<file path="src/rtl/trng_pkg.sv">
// Shared types and constants for the NLFSR sequencing controller and its byte packer.
package trng_pkg;

  localparam int unsigned ByteW               = 8;
  localparam int unsigned WarmupCyclesDefault = 64;

  typedef enum logic [1:0] {
    StIdle,
    StLoad,
    StWarmup,
    StRun
  } seq_state_e;

endpackage

</file>
<file path="src/rtl/nlfsr_seq_ctrl_if.sv">
// Random-byte output stream: producer presents out_data/out_valid, consumer answers out_ready.
interface nlfsr_seq_ctrl_if;
  import trng_pkg::*;

  logic [ByteW-1:0] out_data;
  logic             out_valid;
  logic             out_ready;

  modport master (
    output out_data,
    output out_valid,
    input  out_ready
  );

  modport slave (
    input  out_data,
    input  out_valid,
    output out_ready
  );

endinterface

</file>
<file path="src/rtl/trng_byte_pack.sv">
// Packs sampled bits LSB first into bytes, holds one byte for the consumer and counts drops.
module trng_byte_pack
  import trng_pkg::*;
(
  input  logic             clk,
  input  logic             rst_n,
  input  logic             bit_valid_i,
  input  logic             bit_i,
  input  logic             flush_i,
  input  logic             clr_ovf_i,
  output logic [ByteW-1:0] out_data_o,
  output logic             out_valid_o,
  input  logic             out_ready_i,
  output logic [7:0]       ovf_cnt_o
);

  localparam int unsigned CntW = $clog2(ByteW);

  logic [ByteW-2:0] sh_q, sh_d;
  logic [CntW-1:0]  cnt_q, cnt_d;
  logic [ByteW-1:0] data_q, data_d;
  logic             valid_q, valid_d;
  logic [7:0]       ovf_q, ovf_d;
  logic             done;

  always_comb begin
    sh_d    = sh_q;
    cnt_d   = cnt_q;
    data_d  = data_q;
    valid_d = valid_q;
    ovf_d   = ovf_q;
    done    = 1'b0;

    if (flush_i) begin
      sh_d  = '0;
      cnt_d = '0;
    end else if (bit_valid_i) begin
      // Newest bit enters at the top so the first bit ends up in bit 0.
      sh_d  = {bit_i, sh_q[ByteW-2:1]};
      cnt_d = cnt_q + CntW'(1);
      done  = (cnt_q == CntW'(ByteW - 1));
    end

    if (done) begin
      if (!valid_q || out_ready_i) begin
        data_d  = {bit_i, sh_q};
        valid_d = 1'b1;
      end else if (ovf_q != 8'hff) begin
        ovf_d = ovf_q + 8'd1;
      end
    end else if (valid_q && out_ready_i) begin
      valid_d = 1'b0;
    end

    if (clr_ovf_i) begin
      ovf_d = '0;
    end
  end

  always_ff @(posedge clk or negedge rst_n) begin
    if (!rst_n) begin
      sh_q    <= '0;
      cnt_q   <= '0;
      data_q  <= '0;
      valid_q <= 1'b0;
      ovf_q   <= '0;
    end else begin
      sh_q    <= sh_d;
      cnt_q   <= cnt_d;
      data_q  <= data_d;
      valid_q <= valid_d;
      ovf_q   <= ovf_d;
    end
  end

  assign out_data_o  = data_q;
  assign out_valid_o = valid_q;
  assign ovf_cnt_o   = ovf_q;

endmodule

</file>
<file path="src/rtl/nlfsr_seq_ctrl.sv">
// Sequences an external NLFSR through serial seed load, warm-up mixing and run, packing a0 into
// bytes.
module nlfsr_seq_ctrl
  import trng_pkg::*;
#(
  parameter int unsigned SEED_W        = 17,
  parameter int unsigned WARMUP_CYCLES = WarmupCyclesDefault
) (
  input  logic              clk,
  input  logic              rst_n,
  input  logic              start,
  input  logic              stop,
  input  logic              det_mode,
  input  logic [SEED_W-1:0] seed,
  output logic              nlfsr_load,
  output logic              nlfsr_d1,
  output logic              nlfsr_init,
  output logic              nlfsr_ce,
  input  logic              nlfsr_a0,
  nlfsr_seq_ctrl_if.master  out_if,
  output logic              busy,
  output logic [7:0]        ovf_cnt
);

  localparam int unsigned CntMax = (SEED_W > WARMUP_CYCLES) ? SEED_W : WARMUP_CYCLES;
  localparam int unsigned CntW   = $clog2(CntMax) + 1;

  seq_state_e        state_q, state_d;
  logic [CntW-1:0]   cnt_q, cnt_d;
  logic [SEED_W-1:0] seed_q, seed_d;
  logic              flush;
  logic              clr_ovf;
  logic              bit_valid;

  always_comb begin
    state_d = state_q;
    cnt_d   = cnt_q;
    seed_d  = seed_q;
    flush   = 1'b0;
    clr_ovf = 1'b0;

    unique case (state_q)
      StIdle: begin
        if (start) begin
          state_d = StLoad;
          cnt_d   = '0;
          seed_d  = seed;
          flush   = 1'b1;
          clr_ovf = 1'b1;
        end
      end
      StLoad: begin
        // Seed shifts out LSB first; bit 0 of seed_q is always the current serial bit.
        seed_d = seed_q >> 1;
        if (cnt_q == CntW'(SEED_W - 1)) begin
          state_d = StWarmup;
          cnt_d   = '0;
        end else begin
          cnt_d = cnt_q + CntW'(1);
        end
      end
      StWarmup: begin
        if (stop) begin
          state_d = StIdle;
          cnt_d   = '0;
        end else if (cnt_q == CntW'(WARMUP_CYCLES - 1)) begin
          state_d = StRun;
          cnt_d   = '0;
        end else begin
          cnt_d = cnt_q + CntW'(1);
        end
      end
      StRun: begin
        if (stop) begin
          state_d = StIdle;
          flush   = 1'b1;
        end
      end
      default: state_d = StIdle;
    endcase
  end

  always_ff @(posedge clk or negedge rst_n) begin
    if (!rst_n) begin
      state_q <= StIdle;
      cnt_q   <= '0;
      seed_q  <= '0;
    end else begin
      state_q <= state_d;
      cnt_q   <= cnt_d;
      seed_q  <= seed_d;
    end
  end

  assign nlfsr_load = (state_q == StLoad);
  assign nlfsr_d1   = (state_q == StLoad) & seed_q[0];
  assign nlfsr_init = (state_q == StWarmup) | ((state_q == StRun) & ~det_mode);
  assign nlfsr_ce   = (state_q == StWarmup) | ((state_q == StRun) & ~det_mode);
  assign busy       = (state_q != StIdle);
  assign bit_valid  = (state_q == StRun) & ~stop;

  trng_byte_pack u_byte_pack (
    .clk         (clk),
    .rst_n       (rst_n),
    .bit_valid_i (bit_valid),
    .bit_i       (nlfsr_a0),
    .flush_i     (flush),
    .clr_ovf_i   (clr_ovf),
    .out_data_o  (out_if.out_data),
    .out_valid_o (out_if.out_valid),
    .out_ready_i (out_if.out_ready),
    .ovf_cnt_o   (ovf_cnt)
  );

endmodule
</file>
<file path="src/flat_wrapper.sv">
// flat-port wrapper written by rule: the top's interface ports become plain ports
module nlfsr_seq_ctrl_flat import trng_pkg::*;
#(
  parameter int unsigned SEED_W        = 17,
  parameter int unsigned WARMUP_CYCLES = WarmupCyclesDefault
)
  (clk, rst_n, start, stop, det_mode, seed, nlfsr_load, nlfsr_d1, nlfsr_init, nlfsr_ce, nlfsr_a0, busy, ovf_cnt, out_if_out_data, out_if_out_valid, out_if_out_ready);
  nlfsr_seq_ctrl_if out_if_i ();
  input  logic clk;
  input  logic rst_n;
  input  logic start;
  input  logic stop;
  input  logic det_mode;
  input  logic [SEED_W-1:0] seed;
  output logic nlfsr_load;
  output logic nlfsr_d1;
  output logic nlfsr_init;
  output logic nlfsr_ce;
  input  logic nlfsr_a0;
  output logic busy;
  output logic [7:0] ovf_cnt;
  output wire logic [$bits(out_if_i.out_data)-1:0] out_if_out_data;
  output wire logic [$bits(out_if_i.out_valid)-1:0] out_if_out_valid;
  input wire logic [$bits(out_if_i.out_ready)-1:0] out_if_out_ready;
  assign out_if_out_data = out_if_i.out_data;
  assign out_if_out_valid = out_if_i.out_valid;
  assign out_if_i.out_ready = out_if_out_ready;
  nlfsr_seq_ctrl #(.SEED_W(SEED_W), .WARMUP_CYCLES(WARMUP_CYCLES)) u_core (.clk(clk), .rst_n(rst_n), .start(start), .stop(stop), .det_mode(det_mode), .seed(seed), .nlfsr_load(nlfsr_load), .nlfsr_d1(nlfsr_d1), .nlfsr_init(nlfsr_init), .nlfsr_ce(nlfsr_ce), .nlfsr_a0(nlfsr_a0), .out_if(out_if_i), .busy(busy), .ovf_cnt(ovf_cnt));
endmodule
</file>
<file path="config.mk">
export PLATFORM = sky130hd
export DESIGN_NAME = nlfsr_seq_ctrl_flat
export DESIGN_NICKNAME = d
export VERILOG_FILES = /design/src/rtl/trng_pkg.sv /design/src/rtl/nlfsr_seq_ctrl_if.sv /design/src/rtl/trng_byte_pack.sv /design/src/rtl/nlfsr_seq_ctrl.sv /design/src/flat_wrapper.sv
export SDC_FILE = /design/constraint.sdc
export NUM_CORES = 1
export LEC_CHECK = 0
export BUFFER_PORTS_ARGS = -buffer_cell sky130_fd_sc_hd__buf_2
export CAP_MARGIN = 10
export CORE_AREA = 2 2 97 99
export DETAILED_ROUTE_END_ITERATION = 12
export DIE_AREA = 0 0 99 101
export HOLD_SLACK_MARGIN = 0.06
export PLACE_DENSITY_LB_ADDON = 0.05
export SYNTH_ARGS = -nofsm -noshare
export SYNTH_HDL_FRONTEND = slang
export SYNTH_SLANG_ARGS = --single-unit
</file>
<file path="constraint.sdc">
create_clock -name clk -period 2.8 [get_ports clk]
set_clock_uncertainty 0.05 [all_clocks]
set_input_delay 0.7 -clock clk [delete_from_list [all_inputs] [get_ports clk]]
set_output_delay 0.7 -clock clk [all_outputs]
set_load 0.1 [all_outputs]
</file>
==> results of run 1 <==
==> cells in the mapped netlist, types with 2 or more instances <==
library cell	count
dfrtp_1	53
nand2_1	51
o21ai_0	26
a21oi_1	21
mux2i_1	17
clkbuf_1	9
ha_1	9
mux2_2	8
inv_1	6
nor2_1	6
or4_1	6
nand3_1	5
nor2b_1	4
o31ai_1	4
nor4_1	3
o41ai_1	3
or3_1	3
and2_1	2
buf_1	2
buf_2	2
nand2b_1	2
nor3_1	2
o211ai_1	2
o31a_1	2
or2_2	2
==> critical path: cells and delay by family (launching register included) <==
| kind | cells | cell delay [ps] |
|---|---|---|
| simple gates | 1 | 210 |
| buf+inv | 2 | 540 |
| fa+ha+maj | 1 | 400 |
| flops | 1 | 440 |
==> area by class of cell <==
class	count	share of cell area
Multi-Input combinational cell	192	0.398
Tap cell	111	0.0450
Inverter	6	0.00729
Clock buffer	5	0.0223
Timing Repair Buffer	52	0.0899
Sequential cell	53	0.429
Clock inverter	3	0.00851
==> cell families (layout without fill, tap and decap cells) <==
group	count (synthesis)	after routing	share of synthesized area
fa+ha+maj	9	9	0.0430
xor+xnor	1	1	0.00335
simple gates	92	92	0.170
compound gates	65	65	0.146
flops	53	53	0.507
mux	25	25	0.0994
buf+inv	20	66	0.0311
==> registers in the layout (all words and copies together), names as in the netlist <==
signal / flops
u_core.u_byte_pack.ovf_cnt_o: 8
u_core.u_byte_pack.out_valid_o: 1
u_core.u_byte_pack.cnt_q: 3
u_core.cnt_q: 7
u_core.u_byte_pack.out_data_o: 8
u_core.seed_q: 17
u_core.u_byte_pack.sh_q: 7
u_core.state_q: 2
==> worst paths after layout <==
check / slack [ps] / depth (start not counted) / from / end
setup / recovery: 140 / 4 / u_core.state_q[1] / nlfsr_d1
hold / removal: 280 / 1 / rst_n / u_core.u_byte_pack.ovf_cnt_o[7]
setup reg to reg: 240 / 6 / u_core.state_q[0] / u_core.u_byte_pack.ovf_cnt_o[3]
hold reg to reg: 440 / 2 / u_core.seed_q[9] / u_core.seed_q[9]
max in group asynchronous: 1790 / 2 / rst_n / u_core.u_byte_pack.out_data_o[1]
min in group clk: 440 / 2 / u_core.seed_q[9] / u_core.seed_q[9]
==> layer usage <==
metal  routed length (µm)  share of wire
met5                    0              0
met4                   55         0.0093
met3                  227          0.038
met2                 2680           0.45
met1                 2970           0.50
==> power breakdown <==
group / total (mW) / internal [mW] / switching, mW
clock network: 0.466 / 0.183 / 0.284
logic: 1.19 / 0.378 / 0.815
registers: 1.03 / 0.934 / 0.101
==> metrics by stage <==
stage          hold slack, ps  power [mW]  std cells  setup WS [ps]  utilization
3_3_place_gp              417        2.27        414            283        0.334
4_1_cts                   288        2.75        422            111        0.344
6_report                  278        2.69        422            145        0.344
3_5_place_dp              424        2.27        414            252        0.334
2_1_floorplan             354        1.99        265           31.7            -
5_1_grt                   305        2.92        422           46.0        0.344
==> summary.md, run 1 <==
| Metric | Value |
|---|---|
| Ys async rst share | `1.00` |
| Sequential share of the synthesized area | `0.507` |
| Status | `completed` |
| Pwr per Cell Area | `between 800 and 900 nW/µm²` |
| CP cell instances | `inv_1, ha_4, and2_4, buf_2` |
| CP required | `2050 ps` |
| Crit path arrival time | `1910 ps` |
| Setup crit start kind | `flop` |
| Hpwl dp | `4.16 mm` |
| Root Buffer Master | `clkbuf_8` |
| Synth Net Count | `approximately 300` |
| Min-delay worst type | `primary input to async pin` |
| Most common cell after layout, fill and taps aside | `dfrtp_1` |
| Filler cells | `~950` |
| CTS tree | `done` |
| Final ANT Viol Nets | `0` |
| Synth Flop Type | `dfrtp_1` |
| Worst slew pin tran | `approximately 650 ps` |
| Setup-failing EPs final | `0` |
| I/O Buffers | `45` |
| Final instance area | `around 3000 µm²` |
| Most frequent cells in the layout | `53 x dfrtp_1, 51 x nand2_1, 45 x buf_2, 26 x o21ai_0, 20 x a21oi_1` |
| Leading area contributor after synthesis | `dfrtp_1` |
| Synth warn | `0` |
| Routed vias/inst | `between 4 and 5` |
| H-tree depth | `2` |
| Chip Width | `between 90 and 100 µm` |
| CP max-delay cell | `dfrtp_1` |
| Mapped Avg Cell Area | `between 9 and 10 µm²` |
| Netlist cell types | `40` |
| Initial antenna violation count | `0` |
| Post-CTS Hold Buffers | `0` |
| Initial Util | `0.292` |
| First-pass GRT wire length | `around 10 mm` |
| DRT Wirelength | `approximately 5.9 mm` |
| Routability cong. | `approximately 0.7` |
| Vias in the first global route | `2009` |
| Number of max-cap violations | `0` |
| Diode count | `0` |
| Met3 Usage GRT | `0.0264` |
| Layout Nets | `343` |
| Met2 Usage GRT | `0.196` |
| Total GRT Usage | `0.124` |
| DR DRC count | `0` |
| Top cell type's share of synthesized area | `0.507` |
| Cell area after synthesis | `around 2600 µm²` |
| CTS clock-pin slew for the worst setup and hold paths | `between 100 and 150 ps` |
| Post-CTS Setup Inserts | `0` |
| Num rows | `35` |
| CP peak stage delay | `between 400 and 500 ps` |
| Clk sinks | `53` |
| Vias | `2046` |
| Leakage | `roughly 1.4 nW` |
| Post-Place Cell Area | `~3000 µm²` |
| TNS Setup | `0 ps` |
| Worst Path Max Fanout | `22` |
| CP Capture Type | `output port` |
| Share of layout cells above drive strength 1 | `0.241` |
| Met1 usage | `0.170` |
| Top post-synthesis cells by area | `dfrtp_1 51%, nand2_1 7.3%, mux2i_1 6.5%` |
| DR WL/cell | `roughly 14 µm` |
| Final slew viol count | `0` |
| Final worst path period share | `0.948` |
| Area of the multi-input gates | `roughly 1200 µm²` |
| Post-synth EDFFs | `0` |
| Max VDD drop | `458 µV` |
| Sequential Area | `approximately 1300 µm²` |
| P&R area growth vs syn | `18.0%` |
| 1st-iter DRT viols | `47` |
| Final hold vios | `0` |
| Worst Path Class, Setup | `flop to output port` |
| Top-level I/O count | `46` |
| Largest net degree at the start of global routing | `33` |
| Core area | `between 8000 and 9000 µm²` |
| Post-CTS Resized | `0` |
| Die height | `slightly above 100 µm` |
| Max Root-Sink Buffers | `2` |
| Die Area | `roughly 10000 µm²` |
| Clock latency at the later pin of the worst-skew pair | `between 300 and 400 ps` |
| Syn Inst Count | `265` |
| DRT Pass-1 Iters | `4` |
| Register bit count reported by yosys | `53` |
| RSZ-0062 raised after global routing | `false` |
| Fmax | `approximately 0.38 GHz` |
| Slew HR | `0.564` |
| Grt peak-use layer | `met2` |
| Num CTS Buffers | `5` |
| GR Overflow Total | `0` |
| Tmin final | `about 2700 ps` |
Power figures use the tool's default switching activity.
==> run 2, diff against run 1 <==
Settings changed: CORE_AREA 2 2 97 99 to 2 2 76 78, CTS_CLUSTER_SIZE set to 14, DIE_AREA 0 0 99 101 to 0 0 78 80.
==> run 2 against run 1 <==
Net effect:
- die area is 38% lower
- cell area down 1.2%
- count of clock-buffer cells in the layout did not move
- clock power rose by 14%
- non-clock buffer count is 1 lower
- flip-flop and latch count did not move
- combinational power hardly changed
- global-route usage rose by 5.9 points
- fmax grew 1.1%
- sequential share of layout area rose by 0.51 points
- worst hold slack improved by 25 ps
- cell count fell by 9.5%
- critical path type unchanged
- critical endpoint unchanged
- largest cell class unchanged
==> summary.md, run 2 (same netlist as run 1, synthesis figures left out) <==
| Metric | Value |
|---|---|
| 1st-iter DRT viols | `about 100` |
| Chip Width | `between 70 and 80 µm` |
| Area of the multi-input gates | `~1200 µm²` |
| Largest register FFs | `17` |
| Post-CTS Resized | `0` |
| CTS tree | `done` |
| CP endpoint | `nlfsr_d1` |
| FF-to-FF path depth | `6` |
| Total GRT Usage | `0.182` |
| Die height | `roughly 80 µm` |
| DR WL/cell | `between 10 and 15 µm` |
| GR Overflow Total | `0` |
| Vias | `about 2100` |
| Root Buffer Master | `clkbuf_8` |
| Max Root-Sink Buffers | `2` |
| Final slew viol count | `0` |
| TNS Setup | `0 ps` |
| Routability cong. | `between 0.8 and 0.9` |
| Worst Path Class, Setup | `flop to output port` |
| First-pass GRT wire length | `9.05 mm` |
| Sequential Area | `1330 µm²` |
| Routed vias/inst | `5.43` |
| Post-CTS Setup Inserts | `0` |
| Max VDD drop | `between 700 and 800 µV` |
| Min-delay worst type | `primary input to async pin` |
| R2R Path End | `u_core.u_byte_pack.ovf_cnt_o[5]` |
| P&R area growth vs syn | `16.6%` |
| CP peak stage delay | `roughly 430 ps` |
| Layout Nets | `between 300 and 400` |
| Most common cell after layout, fill and taps aside | `dfrtp_1` |
| Final worst path period share | `0.938` |
| Reg2reg start | `u_core.state_q[0]` |
| Largest net degree at the start of global routing | `33` |
| RSZ-0062 raised after global routing | `false` |
| CP cell instances | `inv_1, ha_4, and2_4, buf_2` |
| Slew HR | `0.586` |
| Reg with most FFs | `u_core.seed_q` |
| Final WS setup | `approximately 170 ps` |
| H-tree depth | `2` |
| Die Area | `6240 µm²` |
| Num CTS Buffers | `5` |
| Worst Path Max Fanout | `22` |
| DRT Pass-1 Iters | `4` |
| DR DRC count | `0` |
| Hpwl dp | `3.67 mm` |
| Worst slew pin tran | `620 ps` |
| Num rows | `27` |
| Pwr per Cell Area | `slightly below 900 nW/µm²` |
| Final ANT Viol Nets | `0` |
| Vias in the first global route | `a little under 2000` |
| Leakage | `around 1.4 nW` |
| Share of layout cells above drive strength 1 | `0.239` |
| I/O Buffers | `45` |
| Initial Util | `0.484` |
| Status | `completed` |
| Non-Filler Instances | `around 380` |
| Tmin final | `approximately 2600 ps` |
| Core area | `around 5400 µm²` |
| Fmax | `0.381 GHz` |
| Filler cells | `between 500 and 600` |
| CTS clock-pin slew for the worst setup and hold paths | `100 ps` |
| R2R setup slack | `roughly 260 ps` |
| Final hold vios | `0` |
| Clk sinks | `53` |
| Crit path from | `u_core.state_q[1]` |
| Diode count | `0` |
| Setup crit start kind | `flop` |
| Crit path arrival time | `between 1500 and 2000 ps` |
| DRT Wirelength | `about 5.3 mm` |
| CP Capture Type | `output port` |
| Dpl ws | `279 ps` |
| Worst hold slack | `303 ps` |
| Top-level I/O count | `46` |
| Number of max-cap violations | `0` |
| CP required | `2050 ps` |
| Setup-failing EPs final | `0` |
| Most frequent cells in the layout | `53 x dfrtp_1, 51 x nand2_1, 45 x buf_2, 26 x o21ai_0, 20 x a21oi_1` |
| Clock latency at the later pin of the worst-skew pair | `about 310 ps` |
| Initial antenna violation count | `0` |
| CP max-delay cell | `dfrtp_1` |
| Post-CTS Hold Buffers | `0` |
| Dpl cells | `between 300 and 400` |
[run 2: cell count changes in the layout (fill, tap and decap cells not counted)]
| cell | delta |
|---|---|
| clkinv_4 | +1 |
| inv_8 | -1 |
| buf_4 | -1 |
| clkinvlp_4 | -1 |
| bufinv_16 | +1 |
[run 2: layout make-up]
cell class	instances	area share
Sequential cell	53	0.434
Multi-Input combinational cell	192	0.402
Timing Repair Buffer	51	0.0885
Tap cell	72	0.0295
Clock buffer	5	0.0225
Clock inverter	3	0.0152
Inverter	6	0.00738
[run 2: how the worst min path moves through the flow]
stage | startpoint | endpoint | depth (start not counted)
detailed placement | u_core.seed_q[15] | u_core.seed_q[15] | 2
global route | rst_n | u_core.seed_q[8] | 1
CTS | rst_n | u_core.u_byte_pack.ovf_cnt_o[3] | 1
finish | rst_n | u_core.u_byte_pack.ovf_cnt_o[4] | 1
floorplan | rst_n | u_core.cnt_q[0] | 0
global placement | u_core.seed_q[15] | u_core.seed_q[15] | 2
[run 2: where the power goes]
group	switching, mW	internal [mW]
Clock	0.262	0.268
Sequential	0.0980	0.934
Combinational	0.797	0.371
Total	1.16	1.57
[run 2: metrics by stage]
stage | power, mW | utilization | instance area [µm²]
final | 2.73 | 0.565 | 3050
after global routing | 2.95 | 0.565 | 3050
after CTS | 2.77 | 0.565 | 3050
after detailed placement | 2.24 | 0.544 | 2940
after global placement | 2.21 | 0.544 | 2940
after floorplan | 1.99 | - | 2630
[run 2: critical path, delay by kind of cell (launching register included)]
family | cells | cell delay [ps]
AND/OR/NAND/NOR | 1 | 210
flip-flops | 1 | 430
adder cells (fa/ha/maj) | 1 | 380
buffers and inverters | 2 | 530
[run 2: metal layers]
metal | global-route usage | wire length [µm] | share of wire
met1 | 0.246 | 2490 | 0.47
met2 | 0.299 | 2480 | 0.47
met3 | 0.0373 | 220 | 0.042
met4 | 0.0526 | 63 | 0.012
met5 | 0 | 0 | 0
==> run 3, diff against run 2 <==
Settings changed: GPL_TIMING_DRIVEN set to 0, PLACE_DENSITY set to 0.71, PLACE_DENSITY_LB_ADDON 0.05 to unset, SETUP_SLACK_MARGIN set to 0.1.
==> run 3 against run 2 <==
Net effect:
- first-iteration DRC count rose by 42%
- sequential power barely moved
- clock power fell by 18%
- flip-flop and latch count did not move
- fmax rose by 1.7%
- register-to-register slack barely moved
- power fell by 1.9%
- sequential share of layout area fell by 0.12 points
- via count fell by 0.14%
- combinational power rose by 3%
- non-clock buffer count rose by 8
- worst setup slack improved by 45 ps
- critical path type unchanged
- critical endpoint unchanged
==> summary.md, run 3 (same netlist as run 1, synthesis figures left out) <==
| Metric | Value |
|---|---|
| Setup crit start kind | `flop` |
| Dpl cells | `roughly 380` |
| Worst Path Max Fanout | `13` |
| CP Capture Type | `output port` |
| Min-delay worst type | `primary input to async pin` |
| Post-CTS Setup Inserts | `0` |
| Die height | `approximately 80 µm` |
| Root Buffer Master | `clkbuf_8` |
| Share of layout cells above drive strength 1 | `0.223` |
| 1st-iter DRT viols | `~140` |
| Clk sinks | `53` |
| Number of max-cap violations | `0` |
| Largest register FFs | `17` |
| Core area | `around 5400 µm²` |
| DR WL/cell | `between 10 and 15 µm` |
| DR DRC count | `0` |
| Hpwl dp | `around 3.7 mm` |
| Clock latency at the later pin of the worst-skew pair | `around 310 ps` |
| Num CTS Buffers | `5` |
| Comb pwr share | `0.450` |
| Worst path buffer plus inverter count | `3` |
| Diode count | `0` |
| Initial antenna violation count | `0` |
| Most common cell after layout, fill and taps aside | `dfrtp_1` |
| Final ANT Viol Nets | `0` |
| CTS tree | `done` |
| Setup-failing EPs final | `0` |
| Final hold vios | `0` |
| CP peak stage delay | `approximately 440 ps` |
| Crit path max-delay family | `buffers and inverters` |
| Worst Path Class, Setup | `flop to output port` |
| Die Area | `around 6200 µm²` |
| Final worst path period share | `0.922` |
| GR Overflow Total | `0` |
| Non-Filler Instances | `between 300 and 400` |
| CP required | `between 2000 and 2500 ps` |
| Routability cong. | `roughly 0.81` |
| H-tree depth | `2` |
| Crit path arrival time | `approximately 1800 ps` |
| Net switching power | `around 1.2 mW` |
| I/O Buffers | `45` |
| Internal | `~1.5 mW` |
| Sw Share | `0.439` |
| Total GRT Usage | `0.181` |
| Vias | `a little over 2000` |
| Reg with most FFs | `u_core.seed_q` |
| Max Root-Sink Buffers | `2` |
| Fmax | `about 0.39 GHz` |
| DRT Wirelength | `~5.3 mm` |
| First-pass GRT wire length | `a little over 9 mm` |
| Final slew viol count | `0` |
| Filler cells | `between 400 and 500` |
| Most used cell along the critical path | `buf_4` |
| RSZ-0062 raised after global routing | `false` |
| Chip Width | `78 µm` |
| Most frequent cells in the layout | `53 x dfrtp_1, 51 x nand2_1, 43 x buf_2, 26 x o21ai_0, 21 x a21oi_1` |
| Max VDD drop | `~490 µV` |
| CP cell instances | `inv_1, ha_4, buf_4, and2_4, buf_4` |
| Vias in the first global route | `about 2000` |
| Leakage | `around 1.4 nW` |
| Dpl ws | `116 ps` |
| DRT Pass-1 Iters | `4` |
| TNS Setup | `0 ps` |
| Status | `completed` |
| CTS clock-pin slew for the worst setup and hold paths | `100 ps` |
| Layout Nets | `350` |
| Top-level I/O count | `46` |
| Flop pwr share | `0.387` |
| Tmin final | `roughly 2600 ps` |
| Routed vias/inst | `~5.3` |
| Worst slew pin tran | `around 640 ps` |
| Clock Power Share | `0.163` |
| Initial Util | `0.484` |
| Post-CTS Hold Buffers | `0` |
| Slew HR | `0.574` |
| P&R area growth vs syn | `17.0%` |
| Largest net degree at the start of global routing | `54` |
| Final WS setup | `220 ps` |
| Num rows | `27` |
| CP max-delay cell | `dfrtp_1` |
| Pwr per Cell Area | `around 900 nW/µm²` |
## run 3: metal layers
layer / global-route usage / vias to the layer above / wire length [µm]
li1: - / 1041 / -
met1: 0.239 / 991 / 2530
met2: 0.303 / 34 / 2490
met3: 0.0385 / 6 / 205
met4: 0.0474 / 0 / 55
met5: 0 / - / 0
## run 3: worst register-to-register path, delay by kind of cell (launching register included)
kind                       cells  cell delay, ps
and+or+nand+nor                3             940
buffers and inverters          3             510
DFF                            1             430
adders and majority gates      1             400
AOI/OAI and AO/OA              1             150
## run 3: area by class of cell
cell class	count	area, µm²	area share
Sequential cell	53	1330	0.433
Multi-Input combinational cell	192	1220	0.400
Timing Repair Buffer	46	253	0.0825
Tap cell	72	90.1	0.0294
Clock buffer	6	72.6	0.0237
Buffer	13	58.8	0.0192
Inverter	6	22.5	0.00736
Clock inverter	2	13.8	0.00450
## run 3: per-stage QoR
stage / area (µm²) / utilization / total power, mW / hold WS, ps
4_1_cts: 3040 / 0.562 / 2.70 / 451
6_report: 3060 / 0.566 / 2.68 / 339
3_5_place_dp: 2950 / 0.546 / 2.25 / 427
3_3_place_gp: 2950 / 0.546 / 2.22 / 411
2_1_floorplan: 2630 / - / 1.99 / 354
5_1_grt: 3060 / 0.566 / 2.88 / 382
## run 3: power groups by stage
stage                     sequential, mW  clock [mW]  combinational [mW]
final                               1.04       0.436                1.21
after global routing                1.06       0.484                1.34
after CTS                           1.04       0.452                1.22
after detailed placement            1.05           0                1.20
after global placement              1.04           0                1.18
after floorplan                     1.03           0               0.964
## run 3: final timing paths
path	slack [ps]	start	to	depth (start not counted)
min in group clk	440	u_core.seed_q[13]	u_core.seed_q[13]	2
max in group asynchronous	1810	rst_n	u_core.seed_q[13]	2
hold reg to reg	440	u_core.seed_q[13]	u_core.seed_q[13]	2
setup reg to reg	260	u_core.state_q[0]	u_core.u_byte_pack.ovf_cnt_o[2]	8
setup / recovery	220	u_core.state_q[1]	nlfsr_d1	5
hold / removal	340	rst_n	u_core.cnt_q[1]	1
## run 3: timing repair
action,4_1_cts,5_1_grt
setup endpoints to repair,2,2
cloned,0,0
resized for setup,3,3
